$ cat src/rtl/filter_chain_seq.sv
// Sequencer that walks one codec sample through NSTAGE filter stages on a shared engine.
// Enabled stages are issued to the engine in order; bypassed or timed-out stages leave the sample untouched.
module filter_chain_seq #(
    parameter int W       = 24,
    parameter int NSTAGE  = 3,
    parameter int TIMEOUT = 255
) (
    input  logic              clk,
    input  logic              reset_n,
    input  logic              sample_trig,
    input  logic [W-1:0]      data_in,
    input  logic [NSTAGE-1:0] stage_en,
    input  logic              clr_err,
    output logic              eng_start,
    output logic [1:0]        eng_sel,
    output logic [W-1:0]      eng_din,
    input  logic              eng_done,
    input  logic [W-1:0]      eng_dout,
    output logic [W-1:0]      data_out,
    output logic              out_valid,
    output logic              busy,
    output logic              overrun,
    output logic              timeout_err
);

    localparam int         TW   = $clog2(TIMEOUT + 1);
    localparam logic [1:0] LAST = 2'(NSTAGE - 1);

    typedef enum logic [1:0] {
        S_IDLE,
        S_ISSUE,
        S_WAIT,
        S_DONE
    } state_t;

    state_t         r_state;
    logic [1:0]     r_idx;
    logic [W-1:0]   r_acc;
    logic [TW-1:0]  r_tcnt;
    logic [W-1:0]   r_data_out;
    logic           r_out_valid;
    logic           r_busy;
    logic           r_overrun;
    logic           r_timeout_err;

    logic           w_en_cur;
    logic           w_tmo;
    logic           w_advance;
    logic           w_last;
    logic [W-1:0]   w_next_acc;

    // The issue cycle counts toward the budget, so the stage gives up on its (TIMEOUT-1)th wait cycle.
    assign w_en_cur   = stage_en[r_idx];
    assign w_tmo      = (r_state == S_WAIT) && !eng_done && (r_tcnt == TW'(TIMEOUT - 2));
    assign w_advance  = ((r_state == S_ISSUE) && !w_en_cur) ||
                        ((r_state == S_WAIT) && (eng_done || w_tmo));
    assign w_last     = (r_idx == LAST);
    assign w_next_acc = ((r_state == S_WAIT) && eng_done) ? eng_dout : r_acc;

    // Start is decoded from the state register so the engine samples it on the edge that leaves ISSUE.
    assign eng_start   = (r_state == S_ISSUE) && w_en_cur;
    assign eng_sel     = eng_start ? r_idx : 2'd0;
    assign eng_din     = eng_start ? r_acc : '0;

    assign data_out    = r_data_out;
    assign out_valid   = r_out_valid;
    assign busy        = r_busy;
    assign overrun     = r_overrun;
    assign timeout_err = r_timeout_err;

    always_ff @(posedge clk) begin
        if (!reset_n) begin
            r_state       <= S_IDLE;
            r_idx         <= 2'd0;
            r_acc         <= '0;
            r_tcnt        <= '0;
            r_data_out    <= '0;
            r_out_valid   <= 1'b0;
            r_busy        <= 1'b0;
            r_overrun     <= 1'b0;
            r_timeout_err <= 1'b0;
        end else begin
            r_out_valid <= 1'b0;

            case (r_state)
                S_IDLE: begin
                    if (sample_trig) begin
                        r_acc   <= data_in;
                        r_idx   <= 2'd0;
                        r_busy  <= 1'b1;
                        r_state <= S_ISSUE;
                    end
                end
                S_ISSUE: begin
                    if (w_en_cur) begin
                        r_tcnt  <= '0;
                        r_state <= S_WAIT;
                    end
                end
                S_WAIT: begin
                    if (!eng_done && !w_tmo) begin
                        r_tcnt <= r_tcnt + 1'b1;
                    end
                end
                S_DONE: begin
                    r_busy  <= 1'b0;
                    r_state <= S_IDLE;
                end
                default: r_state <= S_IDLE;
            endcase

            // Shared step taken by a bypassed, completed or timed-out stage.
            if (w_advance) begin
                r_acc <= w_next_acc;
                if (w_last) begin
                    r_data_out  <= w_next_acc;
                    r_out_valid <= 1'b1;
                    r_state     <= S_DONE;
                end else begin
                    r_idx   <= r_idx + 2'd1;
                    r_state <= S_ISSUE;
                end
            end

            if (clr_err) begin
                r_overrun     <= 1'b0;
                r_timeout_err <= 1'b0;
            end
            if (sample_trig && (r_state != S_IDLE)) begin
                r_overrun <= 1'b1;
            end
            if (w_tmo) begin
                r_timeout_err <= 1'b1;
            end
        end
    end

endmodule

$ cat config.mk
export PLATFORM = sky130hd
export DESIGN_NAME = filter_chain_seq
export DESIGN_NICKNAME = d
export VERILOG_FILES = /design/src/rtl/filter_chain_seq.sv
export SDC_FILE = /design/constraint.sdc
export NUM_CORES = 1
export LEC_CHECK = 0
export ABC_AREA = 0
export CAP_MARGIN = 20
export CORE_MARGIN = 4
export CORE_UTILIZATION = 30
export CTS_CLUSTER_SIZE = 16
export DETAILED_ROUTE_END_ITERATION = 8
export SLEW_MARGIN = 25
export SYNTH_ARGS = -nofsm -noshare
export SYNTH_HDL_FRONTEND = slang
export SYNTH_SLANG_ARGS = --single-unit
$ cat constraint.sdc
create_clock -name clk -period 3.2 [get_ports clk]
set_input_delay 0.64 -clock clk [delete_from_list [all_inputs] [get_ports clk]]
set_output_delay 0.64 -clock clk [all_outputs]
set_load 0.01 [all_outputs]
* After elaboration in Yosys (flattened, before gate mapping)
Index checks and enable logic that the tools add are counted.
Widths: inputs -> output; s select.
** Word-level totals
- Register bits :: 64
- Bits in latches :: 0
- Memory bits (writable) :: 0
- ROM bits :: 0
- Input port bits :: 56
- Word-level logic and storage cells :: 76
- Memories :: 0
** Cells by class
- Add/sub/neg operators :: 2
- Multiply operators :: 0
- Div/mod/pow operators :: 0
- Magnitude comparators :: 1
- Equality and inequality tests :: 10
- Shifts and indexed selects :: 0
- Muxes and demuxes :: 26
- Bitwise logic cells :: 0
- Reductions and logical operators :: 28
** Operators by type and width (count)
- $mux 24 :: 5
- $mux 2 :: 9
- $mux 8 :: 2
- $pmux 8 s2 :: 1
- $reduce_bool 2->1 :: 7
- $add 8x1->8 const B :: 1
- $eq 8x8->1 const B :: 1
- $logic_and 1x1->1 :: 8
- $reduce_and 2->1 :: 4
- $eq 2x2->1 const B :: 3
- $mux 1 :: 6
- $ne 3x3->1 const B :: 2
- $pmux 2 s3 :: 1
- $reduce_and 3->1 :: 2
- $ne 2x2->1 const B :: 2
- $reduce_bool 4->1 :: 1
- $logic_not 1->1 :: 3
- $lt 2x3->1 const B :: 1
- $add 2x1->2 const B :: 1
- $bmux 1 s2 :: 1
- $eq 2x1->1 const B :: 1
- $logic_not 2->1 :: 1
- $logic_or 1x1->1 :: 2
- $ne 2x1->1 const B :: 1
- $pmux 1 s2 :: 1

* Depth between registers and ports, before layout
Gate-level depths: netlist of run 1.
- Depth after elaboration :: 8
- Depth in mapped cells :: 9
- Depth with buffers taken out :: 7

* Worst setup path before layout of run 1
No wires, ideal clock.
- Kind :: input-to-output
- Start :: input port stage_en[0]
- End :: output port eng_din[10]
- Arrival :: 1536 ps
- Data required time :: 2560 ps
- Slack :: 1024 ps
- Cell stages on the path :: 4
- Path buffers :: 1
- Cells stage by stage :: mux2i_2 -> o21ai_0 -> clkbuf_1 -> and3_1
** Between the ends
- Word-level cells in the longest chain between the ends :: 4
** RTL lines
- start, declared :: RTL line 12 : input logic [NSTAGE-1:0] stage_en,
- $bmux 1 s2 :: RTL line 53 : assign w_en_cur = stage_en[r_idx];
- $mux 1 (implied by the code) :: RTL line 53
- $logic_and 1x1->1 :: RTL line 61 : assign eng_start = (r_state == S_ISSUE) && w_en_cur;
- $mux 24 :: RTL line 63 : assign eng_din = eng_start ? r_acc : '0;
- end, declared :: RTL line 16 : output logic [W-1:0] eng_din,
Every way passes these cells. The select of a mux whose other input is x is not followed.

* Worst setup path after layout of run 1
- Start :: input port stage_en[0]
- End :: output port eng_din[12]
Same word-level chain as after synthesis.

==> results of run 1 <==
[sequential cells by signal, indices dropped and copies added (netlist names)]
signal / flops
data_out: 24
r_acc: 24
r_tcnt: 8
r_idx: 2
r_state: 2
busy: 1
out_valid: 1
overrun: 1
timeout_err: 1
[cells by family after synthesis]
group,after synthesis,synth area share
AO/OA/AOI/OAI,96,0.249
XOR/XNOR,4,0.0104
adder cells (fa/ha/maj),7,0.0260
buffers and inverters,43,0.0619
flip-flops,64,0.380
multiplexers,26,0.0782
AND/OR/NAND/NOR,121,0.195
[layout make-up]
type                    count  area share
inverters                   9     0.00692
flip-flops and latches     64       0.262
clock buffers              11      0.0497
well taps                 140      0.0359
repair buffers            122       0.249
clock inverters             4     0.00922
multi-input cells         254       0.387
[per-stage QoR]
| step | hold slack [ns] | cell area (um2) | worst slack (ns) | util | power [mW] |
|---|---|---|---|---|---|
| 2_1_floorplan | 0.467 | 3370 | 1.02 | - | 1.84 |
| 4_1_cts | 0.459 | 4880 | 0.224 | 0.447 | 3.27 |
| 5_1_grt | 0.481 | 4880 | 0.142 | 0.447 | 3.45 |
| 6_report | 0.455 | 4880 | 0.223 | 0.447 | 3.24 |
| 3_3_place_gp | 0.449 | 4600 | 0.247 | 0.420 | 2.27 |
| 3_5_place_dp | 0.451 | 4600 | 0.238 | 0.420 | 2.29 |
[power by group]
| group | internal, mW | leakage [nW] | switching, mW |
|---|---|---|---|
| logic | 0.510 | 1.11 | 0.687 |
| clock network | 0.616 | 0.145 | 0.344 |
| registers | 0.949 | 0.521 | 0.133 |
| total | 2.07 | 1.78 | 1.16 |
[worst max-delay path by stage]
stage / end / slack [ns]
floorplan: eng_din[10] / 1.02
global placement: eng_sel[0] / 0.25
detailed placement: eng_din[6] / 0.24
CTS: eng_din[10] / 0.22
global route: eng_din[12] / 0.14
finish: eng_din[12] / 0.22
[metal layers]
| layer | up-vias | part of all wire |
|---|---|---|
| met5 | - | 0 |
| met4 | 0 | 0.0098 |
| met3 | 11 | 0.041 |
| met2 | 68 | 0.48 |
| met1 | 1502 | 0.47 |
| li1 | 1540 | - |
[worst max-delay path: stages]
cell             delay [ns]
clkdlybuf4s50_1        0.47
mux2i_2                0.11
o21ai_2                0.15
buf_4                  0.24
and3_1                 0.18
clkdlybuf4s50_1        0.54
[synthesized netlist by cell type (2+ instances only)]
master,count,share of area
nand4_1,2,0.0037
nor3_1,4,0.0059
buf_6,5,0.017
a211oi_1,48,0.11
inv_1,8,0.0089
xor2_1,4,0.010
mux2i_1,25,0.074
dfxtp_1,64,0.38
nand3b_1,2,0.0044
and2_1,2,0.0037
clkbuf_1,22,0.024
and3_1,50,0.093
nand4b_1,2,0.0052
buf_2,5,0.0074
nor2_1,33,0.037
a21oi_1,7,0.010
o21ai_0,8,0.012
nor4_1,2,0.0037
ha_1,7,0.026
nand3_1,8,0.012
a211oi_2,24,0.089
nand2_1,8,0.0089
nand3_2,2,0.0059
==> run_results.csv, run 1 <==
group,metric,value,unit
yosys,avgSynthCellArea,9.35,um2
hold_path,whs_path_depth,2,
timing,hold_viol_final,0,
final_layout,fin_cells,604,
final_layout,nFillCells,1094,
worst_setup_path,path_max_fanout,14,
timing,skew,0.00793,ns
worst_setup_path,required,2.56,ns
routing,vias,3121,
final_layout,multi_input_area,1890,um2
outcome,outcome,"complete, no violations",
placed_design,hpwl,7090,um
hold_path,holdPathEnd,"timeout_err$_SDFFE_PN0P_",
grt,grt_pass1_vias,3217,
floorplanning,die_area,13000,um2
timing,relSlewSlack,0.342,
floorplanning,die_height,114,um
clocking,cts_root_buf,"clkbuf_16",
worst_setup_path,critPathCaptureType,"output port",
grt,grt_max_degree,50,
hold_path,worstHoldPathType,"flip-flop to flip-flop",
clocking,ctsResizeCount,0,
yosys,synth_cell_type_count,42,
timing,worst_pin_slew,0.987,ns
floorplanning,die_w,114,um
floorplanning,io_pins,111,
grt,use_met1,0.209,
placed_design,io_buffers,110,
clocking,cts_buffers,9,
clocking,cts.sinks,64,
pwr,p_leak,1.78,nW
yosys,ys_seq_elements,64,
timing,period_needed,2.98,ns
routing,wirelength,10400,um
final_layout,layout-drive-gt1-share,0.127,
floorplanning,core_area,10900,um2
grt,met3_usage,0.0338,
timing,finalCritPeriodShare,0.930,
timing,finalSetupTns,0,ns
clocking,cts_hold_buffers,0,
worst_setup_path,critical_path.startpoint_type,"input port",
routing,final_antenna_net_count,0,
routing,routed_via_density,5.17,
clocking,cts.htree.levels,3,
yosys,synthCells,361,
timing,rsz0062_at_grt,"false",
final_layout,antennaDiodeCount,0,
grt,antenna_found_initial,0,
yosys,syn_nets,424,
hold_path,hold_path_startpoint,"timeout_err$_SDFFE_PN0P_",
yosys,seq_area_frac_synth,0.380,
routing,drc_errors,0,
worst_setup_path,r2r-end,"r_tcnt[5]$_SDFFE_PN0P_",
placed_design,place_inst,589,
grt,use_met2,0.260,
worst_setup_path,rr_worst_depth,7,
routing,drt_iter0_markers,112,
timing,setup_viol,0,
routing,drt-pass1-iter-count,4,
clocking,clk_latency,0.32,ns
final_layout,register_area,1280,um2
final_layout,layout_common_cells,"clkdlybuf4s50_1 (110), dfxtp_1 (64), and3_1 (50), a211oi_1 (48), nor2_1 (33)",
grt,grt_use_total,0.158,
yosys,async_flop_share,0,
grt,busiest_layer,"met2",
placed_design,gp_congestion,0.770,
worst_setup_path,crit_type,"input port to output port",
worst_setup_path,crit_start,"stage_en[0]",
grt,grt_pass1_wl,16700,um
yosys,synth_edf_count,0,
routing,wl_per_cell,17.2,um
worst_setup_path,r2r_start,"r_state[0]$_SDFFE_PN0P_",
yosys,ys.flop_type,"dfxtp_1",
clocking,cts_setup_buffers,0,
clocking,cts.clk_slew.worst_paths,0.05,ns
final_layout,synthToLayoutAreaGrowth,44.7,%
yosys,ys_warn_count,0,
pwr,peakVddDrop,291,uV
pwr,p_per_area,663,nW/um2
clocking,cts_tree,"built",
yosys,syn_area,3370,um2
final_layout,fin_nets,523,
job,max_cap_viol_count,0,
floorplanning,rows,38,
clocking,cts_buffer_depth,2,
timing,fmax,336,MHz
worst_setup_path,reg2reg_slack,0.87,ns
floorplanning,start_util,0.309,
final_layout,final_common_cell,"clkdlybuf4s50_1",
worst_setup_path,cp.arrival,2.34,ns
grt,overflow,0,
timing,drv_slew,0,
No activity file was read; power rests on OpenSTA's default activity.
==> run 2: changes to the inputs <==
--- a/config.mk
+++ b/config.mk
@@ -7,7 +7,7 @@
 export LEC_CHECK = 0
 export ABC_AREA = 0
 export CAP_MARGIN = 20
-export CORE_MARGIN = 4
+export CORE_MARGIN = 2
 export CORE_UTILIZATION = 30
 export CTS_CLUSTER_SIZE = 16
 export DETAILED_ROUTE_END_ITERATION = 8
==> run_results.csv, run 2 (same netlist as run 1, synthesis figures left out) <==
group,metric,value,unit
routing,wirelength,10200,um
timing,drv_slew,0,
pwr,swShare,0.393,
worst_setup_path,rr_worst_depth,7,
worst_setup_path,required,2.56,ns
floorplanning,die_w,110,um
placed_design,hpwl,6810,um
pwr,p_leak,1.72,nW
grt,grt_max_degree,50,
floorplanning,die_area,12100,um2
floorplanning,core_area,10900,um2
timing,relSlewSlack,0.339,
pwr,p_switching,1.13,mW
hold_path,worstHoldPathType,"flip-flop to flip-flop",
routing,vias,3120,
clocking,cts.htree.levels,3,
routing,drc_errors,0,
grt,grt_pass1_vias,3033,
clocking,cts_root_buf,"clkbuf_8",
pwr,p_int,1.75,mW
outcome,outcome,"complete, no violations",
pwr,pwr-share-clk,0.202,
final_layout,fin_cells,605,
clocking,cts_hold_buffers,0,
timing,finalSetupTns,0,ns
clocking,cts.sinks,64,
worst_setup_path,critical_path.startpoint_type,"input port",
pwr,share_seq_of_total_power,0.373,
final_layout,final_common_cell,"clkdlybuf4s50_1",
timing,fmax,337,MHz
floorplanning,die_height,110,um
final_layout,fin_nets,524,
floorplanning,start_util,0.310,
placed_design,place_inst,590,
worst_setup_path,r2r-end,"r_tcnt[5]$_SDFFE_PN0P_",
grt,grt_use_total,0.171,
worst_setup_path,r2r_start,"r_state[0]$_SDFFE_PN0P_",
routing,wl_per_cell,16.8,um
clocking,cts_buffers,9,
timing,skew,0.00983,ns
grt,overflow,0,
final_layout,layout_common_cells,"clkdlybuf4s50_1 (110), dfxtp_1 (64), and3_1 (50), a211oi_1 (48), nor2_1 (33)",
placed_design,io_buffers,110,
grt,antenna_found_initial,0,
worst_setup_path,reg2reg_slack,0.85,ns
final_layout,antennaDiodeCount,0,
placed_design,gp_congestion,0.777,
worst_setup_path,cp.arrival,2.33,ns
final_layout,nFillCells,1090,
job,max_cap_viol_count,0,
routing,drt-pass1-iter-count,4,
timing,period_needed,2.97,ns
final_layout,layout-drive-gt1-share,0.127,
clocking,ctsResizeCount,0,
timing,setup_viol,0,
floorplanning,io_pins,111,
clocking,cts_buffer_depth,2,
floorplanning,rows,38,
clocking,cts_tree,"built",
worst_setup_path,path_max_fanout,15,
routing,final_antenna_net_count,0,
pwr,pwr-share-comb,0.424,
worst_setup_path,crit_start,"stage_en[0]",
timing,finalCritPeriodShare,0.928,
pwr,p_per_area,605,nW/um2
clocking,cts_setup_buffers,0,
worst_setup_path,cp-endpoint,"eng_din[9]",
clocking,clk_latency,0.34,ns
pwr,peakVddDrop,263,uV
routing,drt_iter0_markers,152,
timing,rsz0062_at_grt,"false",
final_layout,synthToLayoutAreaGrowth,41.3,%
routing,routed_via_density,5.16,
timing,worst_pin_slew,0.992,ns
clocking,cts.clk_slew.worst_paths,0.07,ns
worst_setup_path,critPathCaptureType,"output port",
timing,hold_viol_final,0,
grt,grt_pass1_wl,16000,um
worst_setup_path,crit_type,"input port to output port",
[run 2: worst min-delay path by stage]
stage,from,to,cells after the start
2_1_floorplan,r_tcnt[5]$_SDFFE_PN0P_,r_tcnt[5]$_SDFFE_PN0P_,2
3_3_place_gp,timeout_err$_SDFFE_PN0P_,timeout_err$_SDFFE_PN0P_,2
3_5_place_dp,timeout_err$_SDFFE_PN0P_,timeout_err$_SDFFE_PN0P_,2
4_1_cts,timeout_err$_SDFFE_PN0P_,timeout_err$_SDFFE_PN0P_,2
5_1_grt,timeout_err$_SDFFE_PN0P_,timeout_err$_SDFFE_PN0P_,2
6_report,timeout_err$_SDFFE_PN0P_,timeout_err$_SDFFE_PN0P_,2
[run 2: per-stage QoR]
stage / total power, mW / util / setup slack [ns] / hold slack, ns / cell area (um2)
6_report: 2.89 / 0.438 / 0.231 / 0.466 / 4770
5_1_grt: 3.09 / 0.438 / 0.141 / 0.501 / 4770
4_1_cts: 2.91 / 0.438 / 0.214 / 0.470 / 4770
3_5_place_dp: 2.31 / 0.424 / 0.226 / 0.453 / 4620
3_3_place_gp: 2.30 / 0.424 / 0.254 / 0.451 / 4620
2_1_floorplan: 1.84 / - / 1.02 / 0.467 / 3370
[run 2: cell type report]
cell class | instances | area, um2 | share of cell area
tap | 140 | 175 | 0.0367
timing repair buffer | 123 | 1240 | 0.259
multi-input combinational | 254 | 1890 | 0.396
clock buffer | 11 | 131 | 0.0275
clock inverter | 4 | 22.5 | 0.00472
sequential | 64 | 1280 | 0.269
inverter | 9 | 33.8 | 0.00708
[run 2: power by group through the flow]
stage / Combinational (mW) / Sequential, mW / Clock [mW]
final: 1.23 / 1.08 / 0.584
after global routing: 1.35 / 1.10 / 0.641
after global placement: 1.21 / 1.09 / 0
after floorplan: 0.800 / 1.04 / 0
after CTS: 1.23 / 1.07 / 0.606
after detailed placement: 1.22 / 1.09 / 0
[run 2: worst max-delay path, stage by stage]
cell and delay, ns:
clkdlybuf4s50_1 0.47, mux2i_2 0.11, o21ai_2 0.15, buf_4 0.23, and3_1 0.18, clkdlybuf4s50_1 0.54
[run 2: per-layer routing]
metal | wire (um) | share of wire | track usage | vias up
met3 | 594 | 0.058 | 0.0435 | 9
met1 | 4770 | 0.47 | 0.232 | 1482
met5 | 0 | 0 | 0 | -
met4 | 104 | 0.010 | 0.0461 | 0
li1 | - | - | - | 1542
met2 | 4710 | 0.46 | 0.268 | 87
==> run 3: changes to the inputs <==
--- a/config.mk
+++ b/config.mk
@@ -11,6 +11,7 @@
 export CORE_UTILIZATION = 30
 export CTS_CLUSTER_SIZE = 16
 export DETAILED_ROUTE_END_ITERATION = 8
+export HOLD_SLACK_MARGIN = 0.03
 export SLEW_MARGIN = 25
 export SYNTH_ARGS = -nofsm -noshare
 export SYNTH_HDL_FRONTEND = slang
==> results of run 3 <==
The final DEF is identical to that of run 2; final timing and power are the same.
